$ cat src/rtl/wm_fill_level_monitor.sv
// rtl/wm_fill_level_monitor.sv - water fill level monitor and inlet valve control
//
// Purpose: filters the raw level sensor and drives the inlet valve while the
// controller requests water. It qualifies "full" with settle time and hysteresis,
// and raises timeout/overflow faults that are held until the request drops.
//
// Ports:
//   clk, reset            clock, asynchronous active-high reset
//   i_tick                one-cycle sample/time-base enable
//   i_fill_req            fill request (controller water_pump_on), level-sensitive
//   i_water_level_select  target select, latched on IDLE->FILLING only
//   i_level_sensor        raw level sample
//   o_inlet_valve_on      valve drive
//   o_water_full          level qualified as full
//   o_fill_fault          fault flag, held until fill request drops
//   o_fault_code          00 none, 01 timeout, 10 overflow
//   o_level_filtered      4-sample moving average of the sensor
//   o_state_dbg           FSM state encoding
module wm_fill_level_monitor #(
  parameter int LVL_W        = 8,
  parameter int LOW_TARGET   = 64,
  parameter int MED_TARGET   = 128,
  parameter int HIGH_TARGET  = 192,
  parameter int HYST         = 8,
  parameter int OVERFLOW_LVL = 240,
  parameter int SETTLE_TICKS = 4,
  parameter int FILL_TIMEOUT = 200
) (
  input  logic             clk,
  input  logic             reset,
  input  logic             i_tick,
  input  logic             i_fill_req,
  input  logic [1:0]       i_water_level_select,
  input  logic [LVL_W-1:0] i_level_sensor,
  output logic             o_inlet_valve_on,
  output logic             o_water_full,
  output logic             o_fill_fault,
  output logic [1:0]       o_fault_code,
  output logic [LVL_W-1:0] o_level_filtered,
  output logic [2:0]       o_state_dbg
);

  localparam int TCNT_W = $clog2(FILL_TIMEOUT + 1);
  localparam int SCNT_W = $clog2(SETTLE_TICKS + 1);

  localparam logic [LVL_W-1:0]  L_LOW      = LVL_W'(LOW_TARGET);
  localparam logic [LVL_W-1:0]  L_MED      = LVL_W'(MED_TARGET);
  localparam logic [LVL_W-1:0]  L_HIGH     = LVL_W'(HIGH_TARGET);
  localparam logic [LVL_W-1:0]  L_HYST     = LVL_W'(HYST);
  localparam logic [LVL_W-1:0]  L_OVERFLOW = LVL_W'(OVERFLOW_LVL);
  localparam logic [TCNT_W-1:0] L_TIMEOUT  = TCNT_W'(FILL_TIMEOUT);
  localparam logic [SCNT_W-1:0] L_SETTLE   = SCNT_W'(SETTLE_TICKS);

  typedef enum logic [2:0] {
    S_IDLE    = 3'd0,
    S_FILLING = 3'd1,
    S_SETTLE  = 3'd2,
    S_FULL    = 3'd3,
    S_FAULT   = 3'd4
  } state_t;

  state_t            r_state, w_next_state;
  logic [LVL_W-1:0]  r_tap0, r_tap1, r_tap2;
  logic [LVL_W-1:0]  r_filtered, r_target, r_thr_lo;
  logic [TCNT_W-1:0] r_tcnt, w_tcnt_next, w_tcnt_inc;
  logic [SCNT_W-1:0] r_scnt, w_scnt_next, w_scnt_inc;
  logic [1:0]        r_fault_code, w_fault_code_next;
  logic              w_latch_target, w_overflow;
  logic [LVL_W+1:0]  w_sum;
  logic [LVL_W-1:0]  w_sel_target;

  // The incoming sample acts as the newest of the four taps, so the average
  // registered on the tick edge already includes it (visible one cycle later).
  assign w_sum = {2'b00, i_level_sensor} + {2'b00, r_tap0}
               + {2'b00, r_tap1} + {2'b00, r_tap2};

  always_ff @(posedge clk or posedge reset) begin
    if (reset) begin
      r_tap0     <= '0;
      r_tap1     <= '0;
      r_tap2     <= '0;
      r_filtered <= '0;
    end else if (i_tick) begin
      r_tap0     <= i_level_sensor;
      r_tap1     <= r_tap0;
      r_tap2     <= r_tap1;
      r_filtered <= w_sum[LVL_W+1:2];
    end
  end

  // Reserved select value 11 falls back to the medium target.
  always_comb begin
    w_sel_target = L_MED;
    case (i_water_level_select)
      2'b00:   w_sel_target = L_LOW;
      2'b10:   w_sel_target = L_HIGH;
      default: w_sel_target = L_MED;
    endcase
  end

  assign w_overflow = (r_filtered >= L_OVERFLOW);
  assign w_tcnt_inc = r_tcnt + TCNT_W'(1);
  assign w_scnt_inc = r_scnt + SCNT_W'(1);

  // Priority: overflow, then request drop (outside FAULT), then per-state rules.
  always_comb begin
    w_next_state      = r_state;
    w_tcnt_next       = r_tcnt;
    w_scnt_next       = r_scnt;
    w_fault_code_next = r_fault_code;
    w_latch_target    = 1'b0;
    if (w_overflow) begin
      w_next_state      = S_FAULT;
      w_fault_code_next = 2'b10;
    end else if (!i_fill_req && (r_state != S_FAULT)) begin
      w_next_state = S_IDLE;
      w_tcnt_next  = '0;
      w_scnt_next  = '0;
    end else begin
      case (r_state)
        S_IDLE: begin
          w_tcnt_next    = '0;
          w_next_state   = S_FILLING;
          w_latch_target = 1'b1;
        end
        S_FILLING: begin
          if (i_tick) w_tcnt_next = w_tcnt_inc;
          if (r_filtered >= r_target) begin
            w_next_state = S_SETTLE;
            w_scnt_next  = '0;
          end else if (i_tick && (w_tcnt_inc >= L_TIMEOUT)) begin
            w_next_state      = S_FAULT;
            w_fault_code_next = 2'b01;
          end
        end
        S_SETTLE: begin
          if (i_tick) begin
            if (r_filtered < r_thr_lo) begin
              w_next_state = S_FILLING;
              w_scnt_next  = '0;
            end else begin
              w_scnt_next = w_scnt_inc;
              if (w_scnt_inc >= L_SETTLE) w_next_state = S_FULL;
            end
          end
        end
        S_FULL: begin
          // Top-up: the timeout count resumes from its held value.
          if (r_filtered < r_thr_lo) w_next_state = S_FILLING;
        end
        S_FAULT: begin
          if (!i_fill_req) begin
            w_next_state      = S_IDLE;
            w_fault_code_next = 2'b00;
            w_tcnt_next       = '0;
          end
        end
        default: w_next_state = S_IDLE;
      endcase
    end
  end

  always_ff @(posedge clk or posedge reset) begin
    if (reset) begin
      r_state <= S_IDLE;
    end else begin
      r_state <= w_next_state;
    end
  end

  always_ff @(posedge clk or posedge reset) begin
    if (reset) begin
      r_tcnt       <= '0;
      r_scnt       <= '0;
      r_fault_code <= 2'b00;
      r_target     <= '0;
      r_thr_lo     <= '0;
    end else begin
      r_tcnt       <= w_tcnt_next;
      r_scnt       <= w_scnt_next;
      r_fault_code <= w_fault_code_next;
      if (w_latch_target) begin
        r_target <= w_sel_target;
        r_thr_lo <= w_sel_target - L_HYST;
      end
    end
  end

  assign o_inlet_valve_on = (r_state == S_FILLING);
  assign o_water_full     = (r_state == S_FULL);
  assign o_fill_fault     = (r_state == S_FAULT);
  assign o_fault_code     = r_fault_code;
  assign o_level_filtered = r_filtered;
  assign o_state_dbg      = r_state;

endmodule

$ cat config.mk
export PLATFORM = sky130hd
export DESIGN_NAME = wm_fill_level_monitor
export DESIGN_NICKNAME = d
export VERILOG_FILES = /design/src/rtl/wm_fill_level_monitor.sv
export SDC_FILE = /design/constraint.sdc
export NUM_CORES = 1
export LEC_CHECK = 0
export CAP_MARGIN = 20
export CORE_MARGIN = 2
export CORE_UTILIZATION = 45
export CTS_CLUSTER_DIAMETER = 40
export DETAILED_ROUTE_END_ITERATION = 6
export DONT_BUFFER_PORTS = 1
export GPL_TIMING_DRIVEN = 1
export MAX_ROUTING_LAYER = met4
export REMOVE_ABC_BUFFERS = 1
export SETUP_SLACK_MARGIN = 0.4
export SYNTH_ARGS = -nofsm -noshare
export SYNTH_HDL_FRONTEND = slang
export SYNTH_SLANG_ARGS = --single-unit
export TNS_END_PERCENT = 50
$ cat constraint.sdc
create_clock -name clk -period 5.7 [get_ports clk]
set_clock_uncertainty 0.05 [all_clocks]
set_input_delay 1.425 -clock clk [delete_from_list [all_inputs] [get_ports clk]]
set_output_delay 1.425 -clock clk [all_outputs]
set_load 0.005 [all_outputs]
==> results of run 1 <==
## logic make-up after synthesis
logic type	count (synthesis)
AND/OR/NAND/NOR	105
AO/OA/AOI/OAI	69
adder cells (fa/ha/maj)	32
flip-flops	53
buffers and inverters	66
multiplexers	13
XOR/XNOR	7
## metrics by stage
stage	total power (W)	cells	worst slack [ns]	hold slack, ns	area [sq um]
floorplan	0.000959	335	1.64	0.399	3180
global placement	0.00107	432	1.51	0.408	3310
detailed placement	0.00108	432	1.47	0.417	3310
CTS	0.00132	440	1.81	0.441	3410
global route	0.00143	440	1.57	0.466	3410
finish	0.00130	440	1.78	0.432	3410
## sequential cells by signal, indices dropped and copies added (netlist names)
register	count
r_tap1	8
o_level_filtered	8
o_state_dbg	3
r_tcnt	8
o_fault_code	2
r_scnt	3
r_target	2
r_tap2	8
r_thr_lo	3
r_tap0	8
## final timing paths
| check | endpoint | slack (ns) |
|---|---|---|
| worst max-delay path | o_level_filtered[7] | 1.78 |
| worst min-delay path | r_tap1[7] | 0.43 |
| worst max register to register | o_level_filtered[7] | 2.53 |
| worst min register to register | r_tap1[7] | 0.43 |
| max in group asynchronous | r_tap2[1] | 3.94 |
| min in group asynchronous | r_tcnt[3] | 0.84 |
## cell usage in the layout, fill, tap and decap left out, types with 2 or more instances in the layout
cell type | netlist | routed
inv_1 | 56 | 55
or3_1 | 2 | 2
nor2b_1 | 4 | 4
xnor2_1 | 5 | 5
nand3_1 | 6 | 6
nand4_1 | 2 | 2
mux2_2 | 10 | 10
nand2_1 | 43 | 43
dfrtp_1 | 53 | 53
fa_1 | 16 | 16
o21ai_0 | 43 | 43
nor3_1 | 7 | 7
a221oi_1 | 2 | 2
and3_1 | 3 | 3
nand2b_1 | 7 | 7
ha_1 | 16 | 16
clkbuf_8 | 0 | 7
o21a_1 | 2 | 2
nand3b_1 | 2 | 2
o31ai_1 | 4 | 4
a21oi_1 | 9 | 9
nor2_1 | 19 | 19
mux2i_1 | 3 | 3
xor2_1 | 2 | 2
## cell usage after synthesis, drive strengths merged, types with 3 or more instances
cell type / instances / area share [%]
mux2: 10 / 3.5
clkbuf: 6 / 0.70
mux2i: 3 / 0.93
nor3: 7 / 1.1
xnor2: 5 / 1.4
nand2b: 7 / 1.4
ha: 16 / 6.2
fa: 16 / 9.9
nand2: 43 / 5.0
nor2: 19 / 2.2
buf: 4 / 0.54
nor2b: 4 / 0.78
and3: 4 / 0.93
nand3: 6 / 0.93
a21oi: 9 / 1.4
o21ai: 44 / 7.0
o31ai: 4 / 0.93
inv: 56 / 6.5
dfrtp: 53 / 41
## layer usage
| metal | share of wire [%] | up-vias | wire length, um |
|---|---|---|---|
| li1 | - | 1128 | - |
| met2 | 44 | 29 | 2410 |
| met1 | 51 | 1070 | 2810 |
| met3 | 5.0 | 4 | 278 |
| met4 | 0.70 | 0 | 39 |
| met5 | 0 | - | 0 |
## power by group through the flow
stage	sequential, W	clock, W	combinational (W)
detailed placement	0.000557	0	0.000528
CTS	0.000549	0.000244	0.000530
floorplan	0.000523	0	0.000436
finish	0.000547	0.000235	0.000522
global route	0.000562	0.000260	0.000612
global placement	0.000554	0	0.000519
## layout make-up
class                           count  share of cell area [%]
Inverter                           56                    6.17
Multi-Input combinational cell    226                    48.2
Clock inverter                      1                   0.147
Clock buffer                        7                    2.83
Timing Repair Buffer                1                   0.220
Tap cell                           96                    3.52
Sequential cell                    53                    38.9
## worst reg2reg max path, delay by kind of cell, from the launching register on
kind,cells,cell delay [ns]
buffers and inverters,2,0.12
adder cells (fa/ha/maj),3,1.37
AO/OA/AOI/OAI,5,0.81
AND/OR/NAND/NOR,3,0.34
flip-flops,1,0.36
==> impl_metrics.toml, run 1 <==
[yosys]
postSynthCellCount = 345
synthMuxAreaShare_pct = 4.43
synth_adder_area_share_pct = 16.2
yosys.area_share.simple_pct = 16.2
synth-edff-count = 0
ys_ff_latch = 53
synth_top_family_by_area = "adder cells"
synthDistinctLibCells = 45
syn_area_sq_um = 3220
ys_warn_count = 0
synth-async-reset-ratio_pct = 100
yosysSeqAreaShare_pct = 41.2
postSynthAreaPerCell_sq_um = 9.34
synthFlopType = "dfrtp_1"
synth-xor-area-share_pct = 1.90
synth_compound_area_share_pct = 12.4

[timing]
setup_viol = 0
period_share_pct = 68.7
hold_violations = 0
slew_violations = 0
min_period_ns = 3.92
finalSetupTns_ns = 0
worstMarginPinSlew_ns = 0.567
slew_headroom_pct = 62.2
rsz0062_at_grt = "no"
timing.fmax_ghz = 0.255

[global_route]
grt_usage_pct = 15.9
grt_pass1_vias = 2100
use_met2_pct = 23.5
grtUsageMet3_pct = 4.66
antenna_found_initial = 0
busiest_layer = "met2"
grt_pass1_wl_um = 9380
grt_start_max_net_pins = 58
grt-ovfl-total = 0
grt_use_met1_pct = 21.6

[setup_path]
r2r_start = "r_tap0[1]"
crit_chain = "inv_1 -> fa_1 -> inv_1 -> fa_1 -> nand2_1 -> nor2_1 -> fa_1 -> a21o_1 -> a21oi_1 -> o21ai_0 -> and3b_1 -> o21ai_0 -> a31oi_1"
cp_data_required_time_ns = 5.85
slowest_delay_ns = 0.53
start_kind = "primary input"
startpoint = "i_level_sensor[1]"
cp_max_fo = 3
end_kind = "flop"
crit_cells = 13
rr_worst_depth = 13
crit_type = "primary input to flop"
cp.arrival_ns = 4.06
cp_slowest_cell = "fa_1"
cp_num_buf_inv = 2
crit_top_cell = "fa_1"
cp_top_family = "adder cells"

[detailed_routing]
drt-total-wl_um = 5540
firstDrtPassIters = 4
route.detailed.drc = 0
num_vias = 2231
ant_nets = 0
post_drt_wl_per_cell_um = 12.6
vias_per_cell = 5.07
first_iter_violations = 122

[finish]
multi_input_area_sq_um = 1640
num-nets-final = 389
antenna-diode-count = 0
seqCellArea_sq_um = 1330
fill_cells = 649
syn_to_final_growth_pct = 5.87
finish.utilization_pct = 49.6
drive_above_1_share_pct = 7.27

[clock_network]
clkTransAtPathRegs_ns = 0.09
cts.path.max_buffers = 2
clock_latency_ns = 0.31
clkSinkCount = 53
ctsHoldBuffers = 0
cts_resized = 0
cts_tree = "built"
htree_levels = 2
cts_buffers = 5
post_cts_buffers = 0
cts_root_buf = "clkbuf_8"

[hold_path]
hold_path_depth = 2
worst_hold_startpoint = "r_tap0[7]"
hp-class = "flop to flop"

[floorplanning]
rows = 30
design.die.area_sq_um = 7850
io_pins = 30
core_sq_um = 6870
fp.dieW_um = 88.6
initial_core_util_pct = 46.9
die-height_um = 88.6

[run]
maxCapViolCount = 0

[pwr]
power_leakage_nw = 1.65
p_sw_w = 0.000500
pwr-share-seq_pct = 42.0
clockPowerShare_pct = 18.0
combPwrFrac_pct = 40.0
power_density_nw_per_um2 = 382
sw_frac_of_total_pct = 38.4
max-vdd-ir-drop_mv = 0.148
p_int_w = 0.000803

[outcome]
status = "finished clean"

[placed_design]
portBuffers = 0
dpl.hpwl_um = 4050
gp_congestion = 0.756
(Power assumes the default switching activity.)
==> run 2, diff against run 1 <==
clock period = 3.4 ns   (was 5.7 ns; I/O delays follow)
==> run 2 against run 1 <==
Compared with the run above: first-iteration DRC count shrank 21%; largest cell class unchanged; sequential share of layout area shrank 1.1 points; utilization grew 1.4 points; non-clock buffer count grew 7; design area grew 2.8%; highest routed layer unchanged; die area is the same; flip-flop and latch count is the same.
==> impl_metrics.toml, run 2 (same netlist as run 1, synthesis figures left out) <==
[detailed_routing]
num_vias = 2264
route.detailed.drc = 0
drt-total-wl_um = 5780
first_iter_violations = 96
post_drt_wl_per_cell_um = 12.9
firstDrtPassIters = 4
ant_nets = 0
vias_per_cell = 5.06

[timing]
hold_violations = 0
timing.fmax_ghz = 0.329
slew_headroom_pct = 58.1
period_share_pct = 89.5
slew_violations = 0
whs_ns = 0.430
worstMarginPinSlew_ns = 0.628
rsz0062_at_grt = "yes"
setup_viol = 0
min_period_ns = 3.04

[setup_path]
crit_type = "primary input to flop"
end_kind = "flop"
r2r_setup_slack_ns = 0.43
rr_worst_depth = 12
r2r_start = "r_tap1[2]"
cp.arrival_ns = 3.18
crit_chain = "inv_8 -> fa_1 -> fa_1 -> inv_2 -> ha_4 -> and4b_1 -> o31ai_1 -> buf_4 -> nand2b_1 -> a21oi_2 -> xnor2_1 -> mux2_4"
cp_data_required_time_ns = 3.54
crit_top_cell = "fa_1"
start_kind = "primary input"
cp_slowest_cell = "fa_1"
cp_max_fo = 3
r2r_end = "o_level_filtered[4]"
slowest_delay_ns = 0.50

[global_route]
grt_start_max_net_pins = 58
grt_pass1_wl_um = 10000
antenna_found_initial = 0
grt-ovfl-total = 0
grt_pass1_vias = 2185
grt_usage_pct = 16.7

[floorplanning]
die-height_um = 88.6
rows = 30
design.die.area_sq_um = 7850
io_pins = 30
initial_core_util_pct = 46.9
core_sq_um = 6870
fp.dieW_um = 88.6

[clock_network]
clock_latency_ns = 0.31
cts.path.max_buffers = 2
htree_levels = 2
clkTransAtPathRegs_ns = 0.10
cts_tree = "built"
clkSinkCount = 53
cts_root_buf = "clkbuf_8"
ctsHoldBuffers = 0
cts_buffers = 5

[placed_design]
dpl.hpwl_um = 4170
portBuffers = 0
gp_congestion = 0.760
dp_cells = 437

[pwr]
power_density_nw_per_um2 = 651
max-vdd-ir-drop_mv = 0.253
power_leakage_nw = 1.68

[finish]
drive_above_1_share_pct = 12.3
layout_common_cells = "53 x inv_1, 53 x dfrtp_1, 42 x nand2_1"
fill_cells = 655
syn_to_final_growth_pct = 8.82
fin_cells = 447
seqCellArea_sq_um = 1330
antenna-diode-count = 0
multi_input_area_sq_um = 1690
num-nets-final = 396

[run]
maxCapViolCount = 0

[outcome]
status = "finished clean"

[hold_path]
hp-class = "primary input to async pin"
## run 2: how the worst max path moves through the flow
stage / from / endpoint / slack [ns] / cells after the start
6_report: i_level_sensor[2] / o_level_filtered[4] / 0.36 / 12
5_1_grt: i_level_sensor[1] / o_level_filtered[5] / 0.24 / 13
3_5_place_dp: i_level_sensor[1] / o_level_filtered[7] / -0.21 / 13
2_1_floorplan: i_level_sensor[1] / o_level_filtered[5] / -0.08 / 13
4_1_cts: i_level_sensor[2] / o_level_filtered[4] / 0.36 / 12
3_3_place_gp: i_level_sensor[1] / o_level_filtered[7] / -0.16 / 13
## run 2: worst max-delay path, delay by kind of cell
kind                       cells  cell delay [ns]
xor gates and xnor gates       1             0.08
adders and majority gates      3             1.15
and+or+nand+nor                2             0.25
muxes                          1             0.25
AOI/OAI and AO/OA              2             0.37
buffers and inverters          3             0.24
## run 2: area by class of cell
class | count | share of cell area, %
Clock inverter | 2 | 0.286
Sequential cell | 53 | 37.8
Timing Repair Buffer | 8 | 1.93
Inverter | 56 | 6.21
Clock buffer | 6 | 2.07
Multi-Input combinational cell | 226 | 48.2
Tap cell | 96 | 3.43
## run 2: where the power goes
| part | internal, W | switching [W] | leakage, nW |
|---|---|---|---|
| Clock | 0.000144 | 0.000209 | 0.0450 |
| Combinational | 0.000492 | 0.000520 | 0.978 |
| Sequential | 0.000757 | 0.000161 | 0.661 |
| Total | 0.00139 | 0.000890 | 1.68 |
## run 2: repair_timing
item / in CTS / in global routing
gates resized for setup: 19 / 2
pin swaps: 14 / 2
gates cloned: 0 / 0
endpoints found under the hold margin: 0 / 0
setup endpoints to repair: 5 / 5
setup buffers: 2 / 0
## run 2: per-stage QoR
stage | cell area (sq um) | power, W | setup slack, ns | TNS (ns) | util (%)
global route | 3500 | 0.00251 | 0.245 | 0 | 51.0
CTS | 3500 | 0.00230 | 0.361 | 0 | 50.9
global placement | 3350 | 0.00185 | -0.157 | -0.592 | 48.7
detailed placement | 3350 | 0.00187 | -0.207 | -0.724 | 48.7
finish | 3500 | 0.00228 | 0.358 | 0 | 51.0
floorplan | 3180 | 0.00161 | -0.0850 | -0.184 | -
## run 2: layer usage
metal / wire length [um] / part of all wire [%] / vias to the layer above / track usage (%)
li1: - / - / 1145 / -
met1: 2830 / 49 / 1079 / 22.7
met2: 2620 / 45 / 36 / 24.9
met3: 283 / 4.9 / 4 / 4.48
met4: 54 / 0.93 / 0 / 4.55
met5: 0 / 0 / - / -
==> run 3, diff against run 2 <==
GPL_TIMING_DRIVEN = not set   (was 1)
==> results of run 3 <==
Final layout, timing and power as in run 2 (identical DEF).
